===== src/rtl/mul_seq_16bit_if.sv =====
// rtl/mul_seq_16bit_if.sv - start/done request bundle for the sequential 16x16 multiplier
//
// Purpose: carries one multiply request (operands, signedness, start) toward the
// multiplier and its status/result (busy, done, product) back to the requester.
// Signals:
//   start      requester -> multiplier  request, accepted only in IDLE or DONE
//   is_signed  requester -> multiplier  1 = two's complement operands
//   x          requester -> multiplier  16-bit multiplicand
//   y          requester -> multiplier  16-bit multiplier
//   busy       multiplier -> requester  high while stepping
//   done       multiplier -> requester  one-cycle pulse, product valid
//   product    multiplier -> requester  32-bit registered result

interface mul_seq_16bit_if;
    logic        start;
    logic        is_signed;
    logic [15:0] x;
    logic [15:0] y;
    logic        busy;
    logic        done;
    logic [31:0] product;

    modport master (
        output start,
        output is_signed,
        output x,
        output y,
        input  busy,
        input  done,
        input  product
    );

    modport slave (
        input  start,
        input  is_signed,
        input  x,
        input  y,
        output busy,
        output done,
        output product
    );
endinterface


===== src/rtl/mul_seq_16bit.sv =====
// rtl/mul_seq_16bit.sv - sequential shift-add 16x16 signed/unsigned multiplier
//
// Purpose: computes a 32-bit product one partial-product row per clock over
// 16 clocks, with a start/busy/done handshake. Signed operands use two's
// complement; the final row is subtracted because the multiplier MSB carries
// negative weight.
// Ports:
//   clk    rising-edge clock
//   rst_n  synchronous active-low reset
//   bus    mul_seq_16bit_if.slave (start, is_signed, x, y in; busy, done, product out)

module mul_seq_16bit (
    input  logic               clk,
    input  logic               rst_n,
    mul_seq_16bit_if.slave     bus
);

    typedef enum logic [1:0] {
        ST_IDLE = 2'd0,
        ST_RUN  = 2'd1,
        ST_DONE = 2'd2
    } state_t;

    state_t      state_q;
    logic [16:0] a_q;        // running high partial product (one guard bit)
    logic [15:0] q_q;        // remaining multiplier bits, low product bits shift in
    logic [15:0] m_q;        // latched multiplicand
    logic        s_q;        // latched signedness
    logic [3:0]  k_q;        // step index
    logic        busy_q;
    logic        done_q;
    logic [31:0] product_q;

    // One recurrence step in 18-bit arithmetic.
    logic [17:0] xe_d;
    logic [17:0] ae_d;
    logic [17:0] addend_d;
    logic [17:0] t_d;

    always_comb begin
        xe_d     = s_q ? {{2{m_q[15]}}, m_q} : {2'b00, m_q};
        ae_d     = s_q ? {a_q[16], a_q}      : {1'b0, a_q};
        addend_d = q_q[0] ? xe_d : 18'd0;
        // Last row of a signed multiplier has weight -2^15, so subtract it.
        if (s_q && (k_q == 4'd15)) begin
            t_d = ae_d - addend_d;
        end else begin
            t_d = ae_d + addend_d;
        end
    end

    always_ff @(posedge clk) begin
        if (!rst_n) begin
            state_q   <= ST_IDLE;
            a_q       <= 17'd0;
            q_q       <= 16'd0;
            m_q       <= 16'd0;
            s_q       <= 1'b0;
            k_q       <= 4'd0;
            busy_q    <= 1'b0;
            done_q    <= 1'b0;
            product_q <= 32'd0;
        end else begin
            case (state_q)
                // DONE accepts a new request exactly like IDLE, giving
                // back-to-back operation without a gap cycle.
                ST_IDLE, ST_DONE: begin
                    done_q <= 1'b0;
                    if (bus.start) begin
                        m_q     <= bus.x;
                        q_q     <= bus.y;
                        s_q     <= bus.is_signed;
                        a_q     <= 17'd0;
                        k_q     <= 4'd0;
                        busy_q  <= 1'b1;
                        state_q <= ST_RUN;
                    end else begin
                        state_q <= ST_IDLE;
                    end
                end
                ST_RUN: begin
                    a_q <= t_d[17:1];
                    q_q <= {t_d[0], q_q[15:1]};
                    k_q <= k_q + 4'd1;
                    if (k_q == 4'd15) begin
                        // Product captured from the same step result so it is
                        // valid in the DONE cycle.
                        product_q <= {t_d[16:1], t_d[0], q_q[15:1]};
                        busy_q    <= 1'b0;
                        done_q    <= 1'b1;
                        state_q   <= ST_DONE;
                    end
                end
                default: begin
                    busy_q  <= 1'b0;
                    done_q  <= 1'b0;
                    state_q <= ST_IDLE;
                end
            endcase
        end
    end

    assign bus.busy    = busy_q;
    assign bus.done    = done_q;
    assign bus.product = product_q;

endmodule


===== src/flat_wrapper.sv =====
// flat-port wrapper written by rule: the top's interface ports become plain ports
module mul_seq_16bit_flat 
  (clk, rst_n, bus_start, bus_is_signed, bus_x, bus_y, bus_busy, bus_done, bus_product);
  mul_seq_16bit_if bus_i ();
  input  logic clk;
  input  logic rst_n;
  input wire logic [$bits(bus_i.start)-1:0] bus_start;
  input wire logic [$bits(bus_i.is_signed)-1:0] bus_is_signed;
  input wire logic [$bits(bus_i.x)-1:0] bus_x;
  input wire logic [$bits(bus_i.y)-1:0] bus_y;
  output wire logic [$bits(bus_i.busy)-1:0] bus_busy;
  output wire logic [$bits(bus_i.done)-1:0] bus_done;
  output wire logic [$bits(bus_i.product)-1:0] bus_product;
  assign bus_i.start = bus_start;
  assign bus_i.is_signed = bus_is_signed;
  assign bus_i.x = bus_x;
  assign bus_i.y = bus_y;
  assign bus_busy = bus_i.busy;
  assign bus_done = bus_i.done;
  assign bus_product = bus_i.product;
  mul_seq_16bit u_core (.clk(clk), .rst_n(rst_n), .bus(bus_i));
endmodule

===== config.mk =====
export PLATFORM = sky130hd
export DESIGN_NAME = mul_seq_16bit_flat
export DESIGN_NICKNAME = d
export VERILOG_FILES = /design/src/rtl/mul_seq_16bit_if.sv /design/src/rtl/mul_seq_16bit.sv /design/src/flat_wrapper.sv
export SDC_FILE = /design/constraint.sdc
export NUM_CORES = 1
export LEC_CHECK = 0
export BUFFER_PORTS_ARGS = -buffer_cell sky130_fd_sc_hd__buf_4
export CORE_ASPECT_RATIO = 1.5
export CORE_MARGIN = 4
export CORE_UTILIZATION = 50
export DETAILED_ROUTE_END_ITERATION = 10
export HOLD_SLACK_MARGIN = 0.06
export PLACE_DENSITY = 0.72
export SYNTH_ARGS = -nofsm -noshare
export SYNTH_HDL_FRONTEND = slang
export SYNTH_SLANG_ARGS = --single-unit

===== constraint.sdc =====
create_clock -name clk -period 4.6 [get_ports clk]
set_clock_uncertainty 0.15 [all_clocks]
set_input_delay 0.92 -clock clk [delete_from_list [all_inputs] [get_ports clk]]
set_output_delay 0.92 -clock clk [all_outputs]
set_load 0.02 [all_outputs]

[Word level (Yosys, flattened, before mapping)]
Index checks and enable logic that the tools add are counted.
Operators by class
  multiplexer cells: 16
  reductions and logical operators: 9
  eq/ne operators: 5
  add/sub/neg operators: 3
Operators by type and width (number)
  $mux W18: 4
  $pmux W17 S2: 1
  $pmux W16 S2: 1
  $add A18 B18 Y18: 1
  $sub A18 B18 Y18: 1
  $mux W17: 1
  $mux W16: 1
  $reduce_and A2 Y1: 5
  $pmux W4 S2: 1
  $add A4 B1 Y4 const B: 1
  $eq A4 B4 Y1 const B: 1
  $mux W4: 1
  $pmux W2 S2: 1
  $mux W1: 3
  $eq A2 B1 Y1 const B: 1
  $eq A2 B2 Y1 const B: 1
  $logic_not A2 Y1: 1
  $mux W2: 1
  $ne A2 B1 Y1 const B: 1
  $ne A2 B2 Y1 const B: 1
  $pmux W1 S2: 1
  $reduce_bool A2 Y1: 1
  $reduce_or A2 Y1: 1
  $logic_and A1 B1 Y1: 1
Word-level totals
  output and inout port bits: 34
  word-level logic and storage cells: 42
  input port bits: 36
  bits in registers: 90

[Depth between registers and ports, before layout]
Gate-level depths: netlist of the first run.
  depth after elaboration: 5
  depth in mapped cells: 16
  depth with buffers taken out: 15

[Least setup slack after synthesis of the first run]
No wires, ideal clock.
  path type: register to register
  from: reg u_core.q_q[0]
  to: reg u_core.product_q[22], in the netlist u_core.bus.product[22]
  setup time: 0.062 ns
  path buffers: 2
  data arrival time: 3.244 ns
  data required time: 4.388 ns
  stages on the path, launching flop included: 17
  clock period less this slack: 3.456 ns
  setup slack: 1.144 ns
  cell sequence: dfxtp_1 clkbuf_1 clkbuf_1 nand2_1 ha_1 nor2_1 nor2_1 a31oi_1 o21ai_0 ha_1 nand3_1 and2_1 a21oi_1 o21a_1 nor2_1 or4b_2 nand3_1
On the way
  longest elaborated chain between the ends: 3
  elaborated cells on any way between the ends: 4
  classes of those cells: add/sub: 2; mux: 2
RTL lines
  from (decl): line mul_seq_16bit.sv:26  | logic [15:0] q_q;
  from (signal assigned): line mul_seq_16bit.sv:71  | q_q <= bus.y;
  from (signal assigned): line mul_seq_16bit.sv:83  | q_q <= {t_d[0], q_q[15:1]};
  $mux W18 (*): line mul_seq_16bit.sv:43  | addend_d = q_q[0] ? xe_d : 18'd0;
  $add A18 B18 Y18 or $sub A18 B18 Y18 (tied branches): line mul_seq_16bit.sv:48, mul_seq_16bit.sv:46
  $mux W18 (*): line mul_seq_16bit.sv:45  | if (s_q && (k_q == 4'd15)) begin
  to (signal assigned): line mul_seq_16bit.sv:88  | product_q <= {t_d[16:1], t_d[0], q_q[15:1]};
  to (decl): line mul_seq_16bit.sv:32  | logic [31:0] product_q;
Mark *: on every way between the ends. The rest lies on a longest branch, timed or not.
A chain may end at the register's enable or synchronous reset.

[Final worst setup path of the first run]
  from: reg u_core.k_q[0]
  to: reg u_core.a_q[15]
On the way
  longest elaborated chain between the ends: 4
RTL lines
  from (decl): line mul_seq_16bit.sv:29  | logic [3:0] k_q;
  from (signal assigned): line mul_seq_16bit.sv:84  | k_q <= k_q + 4'd1;
  $eq A4 B4 Y1: line mul_seq_16bit.sv:45
  $logic_and A1 B1 Y1: line mul_seq_16bit.sv:45
  $mux W18: line mul_seq_16bit.sv:45
  $pmux W17 S2: line mul_seq_16bit.sv:64  | case (state_q)
  to (signal assigned): line mul_seq_16bit.sv:82  | a_q <= t_d[17:1];
  to (decl): line mul_seq_16bit.sv:25  | logic [16:0] a_q;
No other way between the ends.

==> summary.md, run 1 <==
The flow ran to the end, and the final reports show no timing, DRC or antenna violations. Summing the sequential cell areas from Yosys gives 39.92% of the chip area. The signal on the critical path passes through ha_1, nand3_1, nor2_1, nor2_1, nor2_1, a31oi_1, o21ai_0, ha_1, a21oi_1, o22ai_1, nor4_1, o21ai_0, o31ai_1, xor2_1, o21ai_0.

The cell count after synthesis is 560. The total clock sinks came out at 90. Using the TritonRoute via totals, the vias-per-cell ratio works out to 5.585. The total count of hold-check failures in the final report was 0. The proportion of layout cells with a drive suffix above 1 was 15.42%.

The number of setup buffers added after CTS is 0. The count of standard-cell rows was 42. Ranked by total cell area, the synthesized netlist is headed by dfxtp_1, nand2_1, a21boi_0.

Of the post-synthesis cell area, the dominant cell type holds 39.92%. The cell with the largest stage delay on the worst path is nor2_1. STA puts the critical path data required time at 4660 ps. The count of unique library cells instantiated by Yosys is 46. TritonCTS built the clock tree.

Based on the critical path, the design can be clocked at up to 254.7 MHz. Total global routing overflow: 0. The final critical-path share of the clock period was 85.35%; the clock latency on the worst-skew pair was 340 ps. The tools report the type of destination of the critical path as a flop. The number of antenna repair diodes was 0. The synthesized design spends more area on one cell type than any other, namely dfxtp_1. The logs give 4,034 for the number of global-route vias before repair and 0 for the residual antenna-violating net count after detailed routing. The normalized max-slew margin is 43.07%.

By count the netlist is led by nand2_1, dfxtp_1, a21boi_0, o21ai_0, clkbuf_1. Setup violations remaining at the end of the flow were counted as 0. The most numerous cell in the Yosys netlist is nand2_1. For the worst setup path, the data arrival time is 3990 ps. Across every metal layer, demand over resource in global routing totals 21.70%.

The pre-antenna-repair detailed-routing pass consisted of 6 iterations. The area inside the core boundary came out at 0.008828 mm^2. The total of buffers placed on input and output ports is 69, and the wire length of the first global-routing pass is 18,710 um. The die footprint came out at 0.01064 mm^2.

Relative to the synthesized area, the layout overhead comes to 19.18%. Number of enable flip-flop cells after synthesis: 0. The die is 85.57 um wide. In this design, the stage delay of the slowest critical-path cell is 590 ps. After routing, the total negative slack on setup checks comes to 0 ps.

Including well taps, the total number of placed cells is 711. After detailed routing, the number of remaining DRC violations is 0. The final route contains 4,055 vias.

After synthesis the cells add up to 0.004513 mm^2. The global placer's final weighted congestion was 0.8809; the number of violations reported at the end of detailed-routing iteration 0 was 130. Synthesis produced a netlist with a net count of 616. Setup repair after global routing left no endpoint under its margin. The buffer and inverter count on the worst path works out to 0. The die extent in y was 124.4 um.

After the last flow step, the layout net total stands at 668. The number of antenna violations at the first check in global routing was 0. For the top-level I/O count, the log shows 70. After clock tree synthesis, the flow added hold-fix buffers numbering 0.

After detailed routing, the average wire length per cell comes to 15.35 um. The mean instance size in the synthesized netlist is 8.059 um^2, and the non-filler instance count after layout is 726. After synthesis the netlist holds a flip-flop and latch count of 90. On the critical path the largest part of the delay comes from simple AND/OR/NAND/NOR gates. The analysis attributes to cell leakage a power of 2.178 nW. Most used flip-flop cell after synthesis: dfxtp_1.

In this run the deepest clock path goes through 2 buffers. The tightest min-delay check is of the reg -> reg type. The CTS root buffer is clkbuf_16.

The Yosys step of the flow raised 0 warnings. The largest net degree at the start of global routing is 80, and the max-capacitance violation count is 0. The clock-pin transition on the worst setup and hold timing paths was 60 ps; the number of levels the H-tree was split into was 3. The final routed wirelength across all metal layers came out at 11,140 um. Across the VDD grid, the largest voltage drop is 0.2701 mV.

The effective utilization at floorplan came out at 51.12%. Type of origin of the critical path: a flop. Along the worst path, the maximum fanout reaches 11. Once detailed placement completed, the half-perimeter wirelength came to 8180 um. For this design the ratio of total power to cell area is 461.1 mW/mm^2.

At the pin with the least slew margin, the transition time is 853.1 ps. Type of the setup path with the least slack: reg -> reg. The number of max-slew violations in the final report is 0, and the number of gates resized after CTS is 0. After synthesis, the share of flip-flops with an asynchronous set or reset is 0%. The total clock buffers created by CTS is 9, and the final period demand of the worst path is 3926 ps.
[per-stage QoR]
| step | hold slack [ps] | instance area [um^2] | setup WS [ps] | total power, W | utilization (%) |
|---|---|---|---|---|---|
| 2_1_floorplan | 281.5 | 4513 | 1144 | 0.001557 | - |
| 3_3_place_gp | 296.1 | 5091 | 819.4 | 0.001753 | 57.67 |
| 3_5_place_dp | 307.0 | 5091 | 680.1 | 0.001767 | 57.67 |
| 5_1_grt | 342.4 | 5379 | 266.2 | 0.002636 | 60.93 |
| 6_report | 314.6 | 5379 | 674.1 | 0.002480 | 60.93 |
| 4_1_cts | 319.9 | 5379 | 657.1 | 0.002495 | 60.93 |
[flip-flops by register name, indices dropped and copies added, names as in the netlist]
signal / cells
u_core.s_q: 1
u_core.state_q: 2
u_core.a_q: 17
u_core.bus.busy: 1
u_core.q_q: 16
u_core.k_q: 4
u_core.bus.done: 1
u_core.bus.product: 32
u_core.m_q: 16
[worst min-delay path, delay by kind of cell, from the launching register on]
kind | cells | cell delay, ps
compound gates | 1 | 60
flops | 1 | 310
simple gates | 1 | 50
[layout by cell type, fill, tap and decap left out, types with 7 or more instances in the layout]
master and count:
a21boi_0 55, xnor2_1 13, nor2_1 30, xor2_1 14
nand2_1 135, nand3_1 11, buf_4 75, clkbuf_16 9
ha_1 19, a21oi_1 23, a22oi_1 16, o21ai_0 37
dfxtp_1 90, inv_1 7
[cells by family (layout without fill, tap and decap cells)]
group	after synthesis	after routing	share of synthesized area (%)
simple gates	212	212	20.32
compound gates	170	170	25.40
flops	90	90	39.92
buf+inv	41	97	3.410
xor+xnor	27	27	5.240
fa+ha+maj	20	20	5.711
[power by group]
group          internal [W]  total, W  switching (W)  leakage [nW]
Clock              0.000433  0.000721       0.000287         0.136
Sequential         0.000839  0.000892      0.0000525         0.732
Combinational      0.000369  0.000868       0.000499          1.31
[path summary, 6_finish.rpt]
| check | from | cells after the start | slack, ps | to |
|---|---|---|---|---|
| worst max-delay path | u_core.k_q[0] | 15 | 670 | u_core.a_q[15] |
| worst min-delay path | u_core.bus.product[9] | 2 | 310 | u_core.bus.product[9] |
| worst min register to register | u_core.bus.product[9] | 2 | 310 | u_core.bus.product[9] |
| worst max register to register | u_core.k_q[0] | 15 | 670 | u_core.a_q[15] |
[layout make-up]
class	count	area (um^2)
Timing Repair Buffer	75	563.0
Multi-Input combinational cell	429	2562
Sequential cell	90	1802
Clock inverter	2	37.54
Tap cell	110	137.6
Inverter	7	26.28
Clock buffer	13	250.2
Fill cell	808	3450
[metal layers]
layer  vias to the layer above  GRT usage (%)  routed length [um]
met5                         -              0                   0
met3                        25          4.567                 419
met2                        83          38.92                5912
met4                         0          10.25                 365
met1                      1911          23.72                4445
li1                       2036              -                   -
(Power assumes the default switching activity.)
==> run 2: changes to the inputs <==
- CORE_UTILIZATION: 50 -> 45
- PLACE_DENSITY: 0.72 -> 0.68
- SETUP_SLACK_MARGIN: unset -> 0.1
- clock period: 4.6 -> 3.3 ns (I/O delays scaled with it)
==> run 2 against run 1 <==
The flow now finishes with violations (setup timing). Sequential power rose by 40%. Worst hold slack barely moved. Sequential share of layout area fell by 4.9 points. Critical path depth fell by 3. Count of clock-buffer cells in the layout fell by 2. Die area rose by 10%. Global-route usage rose by 0.25 points. Maximum frequency rose by 17%. Combinational power rose by 140%. Via count rose by 9.1%. Core utilization rose by 4.0 points. Non-clock buffer count rose by 64.
==> summary.md, run 2 (synthesis results as in run 1) <==
The run finished, with violations left. The checks that failed: setup timing. The count of standard-cell rows is 44, and the placed cell area is 0.005488 mm^2.

In this run the tightest slew margin relative to its limit is 51.30%. The tools report the total count of hold-check failures in the final report as 0. The minimum setup slack in the final design is -51.87 ps, and the number of max-slew violations in the final report is 0. The global routing usage summed across all routing layers came out at 21.96%.

Worst min-delay path category: reg -> reg. For this block, the routed nets add up to 13,000 um of wire. The core region is 0.009744 mm^2.

The cell that appears most often on the critical path is or4_4. Of all nets on the critical path, the largest fanout is 4. The routed wirelength normalized by instance count is 16.33 um. After detailed routing, the number of remaining DRC violations is 0. The worst setup slack before clock tree synthesis was -223.9 ps. For this block, the initial DRC count from the detailed router was 156.

Clock latency on the worst-skew pair, taken at its later pin, is 340 ps. The first detailed-routing pass took 4 iterations. Leaving out fill and tap cells, the most frequent cell in the layout is buf_4. Setup repair after global routing could not meet its margin everywhere. The number of flip-flops under the largest register name was 32; the number of levels the H-tree was split into was 3. Once detailed placement completed, the half-perimeter wirelength came to 8989 um.

The data arrival time of the critical path was 3420 ps; the highest attainable clock frequency was 298.3 MHz. The worst path in the final design needs a cycle of 3352 ps, including I/O delays and setup. Using the TritonRoute via totals, the vias-per-cell ratio works out to 5.555.

The die covers 0.01173 mm^2. Clock tree synthesis found a total of 90 sinks. From bottom edge to top edge, the die measures 130.7 um.

Design area: 0.006329 mm^2. The run gives 46.31% as the effective utilization at floorplan. The slowest stage of the critical path is the or4_4 cell. The clock passes through at most 2 buffers. At the pin with the least slew margin, the transition time is 730.6 ps. In this design, the stage delay of the slowest critical-path cell is 530 ps. The chip width came out at 89.77 um. Dividing total power by cell area gives a power density of 706.3 mW/mm^2. In this design, the largest share of critical-path delay is due to simple AND/OR/NAND/NOR gates. Fill cells in the final layout number 788. The logs give 0 for the number of antenna repair diodes and 0 for the number of antenna violations at the first check in global routing. The number of global-route vias before repair was 4,485. TritonCTS built the clock tree. At the end of routability-driven placement, the weighted congestion stood at 0.8856. The tree is rooted in a clkbuf_16.

Total power: 0.004470 W. The run gives 732 as the number of nets in the layout. The signal on the critical path passes through or4_4, or4_4, or4_4, nand2_2, xnor2_2, nand2_2, ha_4, a21o_4, a31o_4, o31ai_4, xor2_1, o21ai_1.

For the flop-to-flop setup slack, the log shows -50 ps. The type of the setup path with the least slack is reg -> reg. Type of destination of the critical path: a flop.

The run gives 0 as the max-capacitance violation count. Total clock buffers created by CTS: 9. Entering global routing, the biggest net connects 60 pins.

Post-synthesis to final-layout area growth: 40.23%. The logs give 0 for the total global routing overflow and 4.696% for the met3 usage in global routing. The worst path uses 101.6% of the clock period.

Measured on the finished design, the core utilization comes to 64.95%. In this run the remaining antenna-violating nets after routing total 0. Global routing consumed, on the met2 layer, 43.00% of the routing resources. Of the cells placed in the final design, the portion with a size suffix greater than 1 is 32.75%.

Setup violations remaining at the end of the flow were counted as 3. During placement, the flow inserted port buffers numbering 69. The logs give 3370 ps for the required arrival time at the worst endpoint and 70 for the top-level I/O count. The tools report the smallest hold slack as 315.0 ps. The run gives 0.4235 mV as the peak supply drop. The buffer and inverter count on the worst path was 0. In the layout the commonest cells are buf_4, nand2_1, dfxtp_1. For this design the static power due to leakage is 2.588 nW.

The routed layout has 4,422 vias. For met1 alone, demand over resource in global routing was 21.87%. The type of origin of the critical path is a flop.

The global routing stage identified its most utilized layer as met2. The first global-routing pass estimated 21,020 um of wire. After clock tree synthesis, the clock-pin slew on the worst setup and hold paths is 70 ps.
-- run 2: area by class of cell --
class                      instances  area [um^2]  area share, %
tap                              115        143.9          2.274
timing repair buffer             139         1067          16.86
sequential                        90         1809          28.59
inverter                           7        26.28         0.4152
clock inverter                     5        85.08          1.344
clock buffer                      11        242.7          3.836
multi-input combinational        429         2954          46.68
-- run 2: final timing paths --
| check | start | end | cells after the start |
|---|---|---|---|
| max reg2reg | u_core.m_q[6] | u_core.a_q[15] | 12 |
| min reg2reg | u_core.bus.product[27] | u_core.bus.product[27] | 2 |
| min | u_core.bus.product[27] | u_core.bus.product[27] | 2 |
| max | u_core.m_q[6] | u_core.a_q[15] | 12 |
-- run 2: worst register-to-register path: cells and delay by family (launching register included) --
kind	cells	cell delay, ps
xor gates and xnor gates	2	330
DFF	1	310
AOI/OAI and AO/OA	4	590
adders and majority gates	1	240
and+or+nand+nor	5	1610
-- run 2: per-stage QoR --
step           TNS, ps  cells
2_1_floorplan        0    560
3_3_place_gp    -50.51    763
3_5_place_dp    -669.2    763
4_1_cts         -61.36    788
5_1_grt          -1112    796
6_report        -112.9    796
-- run 2: power by group --
group / internal (W) / leakage [nW] / switching [W] / total [W]
sequential: 0.00117 / 0.734 / 0.0000782 / 0.00125
clock: 0.000688 / 0.156 / 0.000428 / 0.00112
combinational: 0.00107 / 1.70 / 0.00104 / 0.00211
total: 0.00293 / 2.59 / 0.00154 / 0.00447
-- run 2: repair_timing --
item | CTS | global route
pin swaps | 17 | 20
gates resized for setup | 35 | 52
gates cloned | 0 | 0
setup buffers | 9 | 8
hold buffers | 0 | 0
endpoints found under the hold margin | 0 | 0
setup endpoints to repair | 14 | 16
-- run 2: routing by layer --
metal | wire (um) | vias up
met4 | 529 | 0
met1 | 4814 | 2097
met5 | 0 | -
met2 | 7097 | 108
li1 | - | 2174
met3 | 561 | 43
==> run 3: changes to the inputs <==
--- a/config.mk
+++ b/config.mk
@@ -8,7 +8,8 @@
 export BUFFER_PORTS_ARGS = -buffer_cell sky130_fd_sc_hd__buf_4
 export CORE_ASPECT_RATIO = 1.5
-export CORE_MARGIN = 4
+export CORE_MARGIN = 1.5
 export CORE_UTILIZATION = 45
 export DETAILED_ROUTE_END_ITERATION = 10
+export GPL_TIMING_DRIVEN = 1
 export HOLD_SLACK_MARGIN = 0.06
 export PLACE_DENSITY = 0.68
==> constraint.sdc (replaced) <==
create_clock -name clk -period 3.3 [get_ports clk]
set_clock_uncertainty 0.15 [all_clocks]
set_input_delay 0.165 -clock clk [delete_from_list [all_inputs] [get_ports clk]]
set_output_delay 0.165 -clock clk [all_outputs]
set_load 0.02 [all_outputs]
==> run 3 against run 2 <==
The flow finishes with violations (DRC, setup timing). Core utilization grew 1.6 points. Non-clock buffer count up 21. Critical endpoint is now u_core.a_q[16]. Worst hold slack lost 180 ps. Global-route usage is 2.4 points higher. Highest routed layer unchanged.
==> summary.md, run 3 (synthesis results as in run 1) <==
The run finished, with violations left. The checks that failed: DRC, setup timing. The tool flagged a number of max-cap violations equal to 0.

The peak supply drop is 0.3712 mV, and the clock-pin transition on the worst setup and hold timing paths is 70 ps. The worst pin sits at a relative slew slack of 47.87%. Internal power comes to 0.002762 W.

The total clock buffers created by CTS was 9. The total of buffers placed on input and output ports is 69. For the layout filler cell count, the log shows 809. Leaving out fill and tap cells, the most frequent cell in the layout is nand2_1. The chip width is 84.77 um, and the final period demand of the worst path is 3375 ps. The run gives 0 as the number of antenna violations at the first check in global routing. The worst setup path is launched from a flop. Measured in cells, the most critical reg-to-reg path has a length of 14. TritonCTS built the clock tree. The relative contribution of the clock network to total power came out at 24.6%.

Registers are responsible for 29.3% of the overall power. The critical path is of the reg -> reg type. The switching share of power was 35.28%; the proportion of layout cells with a drive suffix above 1 was 29.06%.

Dividing total power by cell area gives a power density of 658.0 mW/mm^2. The type of destination of the critical path is a flop. The combinational share of power came out at 46.1%. Timing would allow up to 296.3 MHz. Global routing usage summed across all routing layers: 24.38%. Worst min-delay path category: in -> reg. The required arrival time at the worst endpoint is 3430 ps. The die footprint came out at 0.01065 mm^2. The run gives 0 as the total count of hold-check failures in the final report. The smallest hold slack came out at 137.4 ps. Compared with the post-synthesis result, the final layout area differs by 43.72%. The first-pass detailed-route iteration total was 7. Summed over all nets, the half-perimeter wirelength after detailed placement is 8871 um. The run gives 2 as the maximum number of buffers from clock root to sink.

The final routed wirelength across all metal layers was 13,110 um. The floorplan step defined a core boundary enclosing 0.009744 mm^2. At the pin with the least slew margin, the transition time is 781.9 ps. The via-per-instance ratio came out at 5.520. Entering global routing, the biggest net connects 53 pins.

The sequential cells in the finished layout cover a total of 0.001808 mm^2. Summing all multi-input logic gate instances after layout gives 0.002917 mm^2. Setup repair after global routing could not meet its margin everywhere. Number of max-slew violations in the final report: 0. The global placer's final weighted congestion was 0.9147; the count of endpoints failing setup in the final report was 4. Along the worst hold path, the cell count comes to 2. Measured on the finished design, the core utilization comes to 66.56%. The net switching power was 0.001506 W.

The H-tree generated during clock tree synthesis spans 3 levels. The top cell types in the final layout, fill and taps aside, are nand2_1, buf_4, dfxtp_1. The total global routing overflow is 0, and the DRC violations left is 1. The data arrival time of the critical path was 3500 ps. CTS root buffer: clkbuf_16.

Clock latency on the worst-skew pair, taken at its later pin, is 350 ps. Number of flip-flops under the largest register name: 32. After floorplanning, the core was divided into 44 placement rows. The tools report the leakage power of the design as 2.627 nW. Clock tree synthesis found a total of 90 sinks. For the number of global-route vias before repair, the log shows 4,574. The placed cell count was 757. For this run, the number of standard cells in the final layout without fillers is 817.

For the minimum setup slack in the final design, the log shows -75.07 ps. The final critical path takes up 102.3% of the cycle. The tools report the residual antenna-violating net count after detailed routing as 0. 70 I/O pins were placed.

Of all nets on the critical path, the largest fanout is 3. In this run the vertical extent of the chip is 125.7 um. The run gives 753 as the number of nets in the layout.

The effective utilization at floorplan was 46.31%. The routed layout has 4,510 vias. The logs give 240 for the number of violations reported at the end of detailed-routing iteration 0 and 0 for the number of antenna repair diodes. After detailed routing, the average wire length per cell comes to 16.04 um.

The wire length of the first global-routing pass is 20,910 um.
==> run 3: cell type report <==
type	count	share of cell area, %
multi-input cells	429	44.97
flip-flops and latches	90	27.87
repair buffers	160	19.91
clock buffers	9	3.472
well taps	115	2.218
clock inverters	7	1.157
inverters	7	0.4051
==> run 3: through the flow <==
stage                     setup TNS (ps)  setup WS [ps]  instance area [um^2]  total power, W
after detailed placement          -445.9         -157.4                  5443        0.002679
after floorplan                        0          82.81                  4557        0.002200
after global placement            -373.0         -175.3                  5443        0.002653
after global routing              -941.1         -156.1                  6486        0.004487
final                             -113.4         -75.07                  6486        0.004268
after CTS                         -133.2         -66.40                  6203        0.003862
==> run 3: power groups by stage <==
stage          registers (W)  clock network, W  logic [W]
2_1_floorplan        0.00124                 0   0.000959
3_3_place_gp         0.00126                 0    0.00140
3_5_place_dp         0.00126                 0    0.00142
4_1_cts              0.00124           0.00106    0.00156
5_1_grt              0.00126           0.00111    0.00212
6_report             0.00125           0.00105    0.00197
==> run 3: path summary, 6_finish.rpt <==
path | to | slack [ps] | from
worst min-delay path | u_core.bus.product[15] | 140 | rst_n
worst max register to register | u_core.a_q[16] | -80 | u_core.m_q[6]
worst max-delay path | u_core.a_q[16] | -80 | u_core.m_q[6]
worst min register to register | u_core.bus.product[28] | 310 | u_core.bus.product[28]
==> run 3: layer usage <==
layer | track usage (%) | part of all wire [%] | up-vias
li1 | - | - | 2206
met1 | 26.02 | 38 | 2167
met2 | 45.36 | 55 | 102
met3 | 4.260 | 2.9 | 35
met4 | 12.05 | 4.2 | 0
met5 | 0 | 0 | -
==> run 3: timing repair <==
action	CTS	global route
pin swaps	8	20
resized for setup	24	50
setup buffers	4	8
hold endpoints to repair	33	0
hold buffers	33	0
setup endpoints to repair	14	19
==> run 3: worst max-delay path: stages (launching register included) <==
cell     delay [ps]
dfxtp_2         320
or4_4           530
or4_4           450
buf_4           160
o21ai_1         160
xnor2_1         140
nand2_1         150
ha_4            230
a21oi_4         140
nand2_1          80
a311o_1         350
o22ai_1         120
a21oi_1          70
xor2_1          140
o21ai_1         120
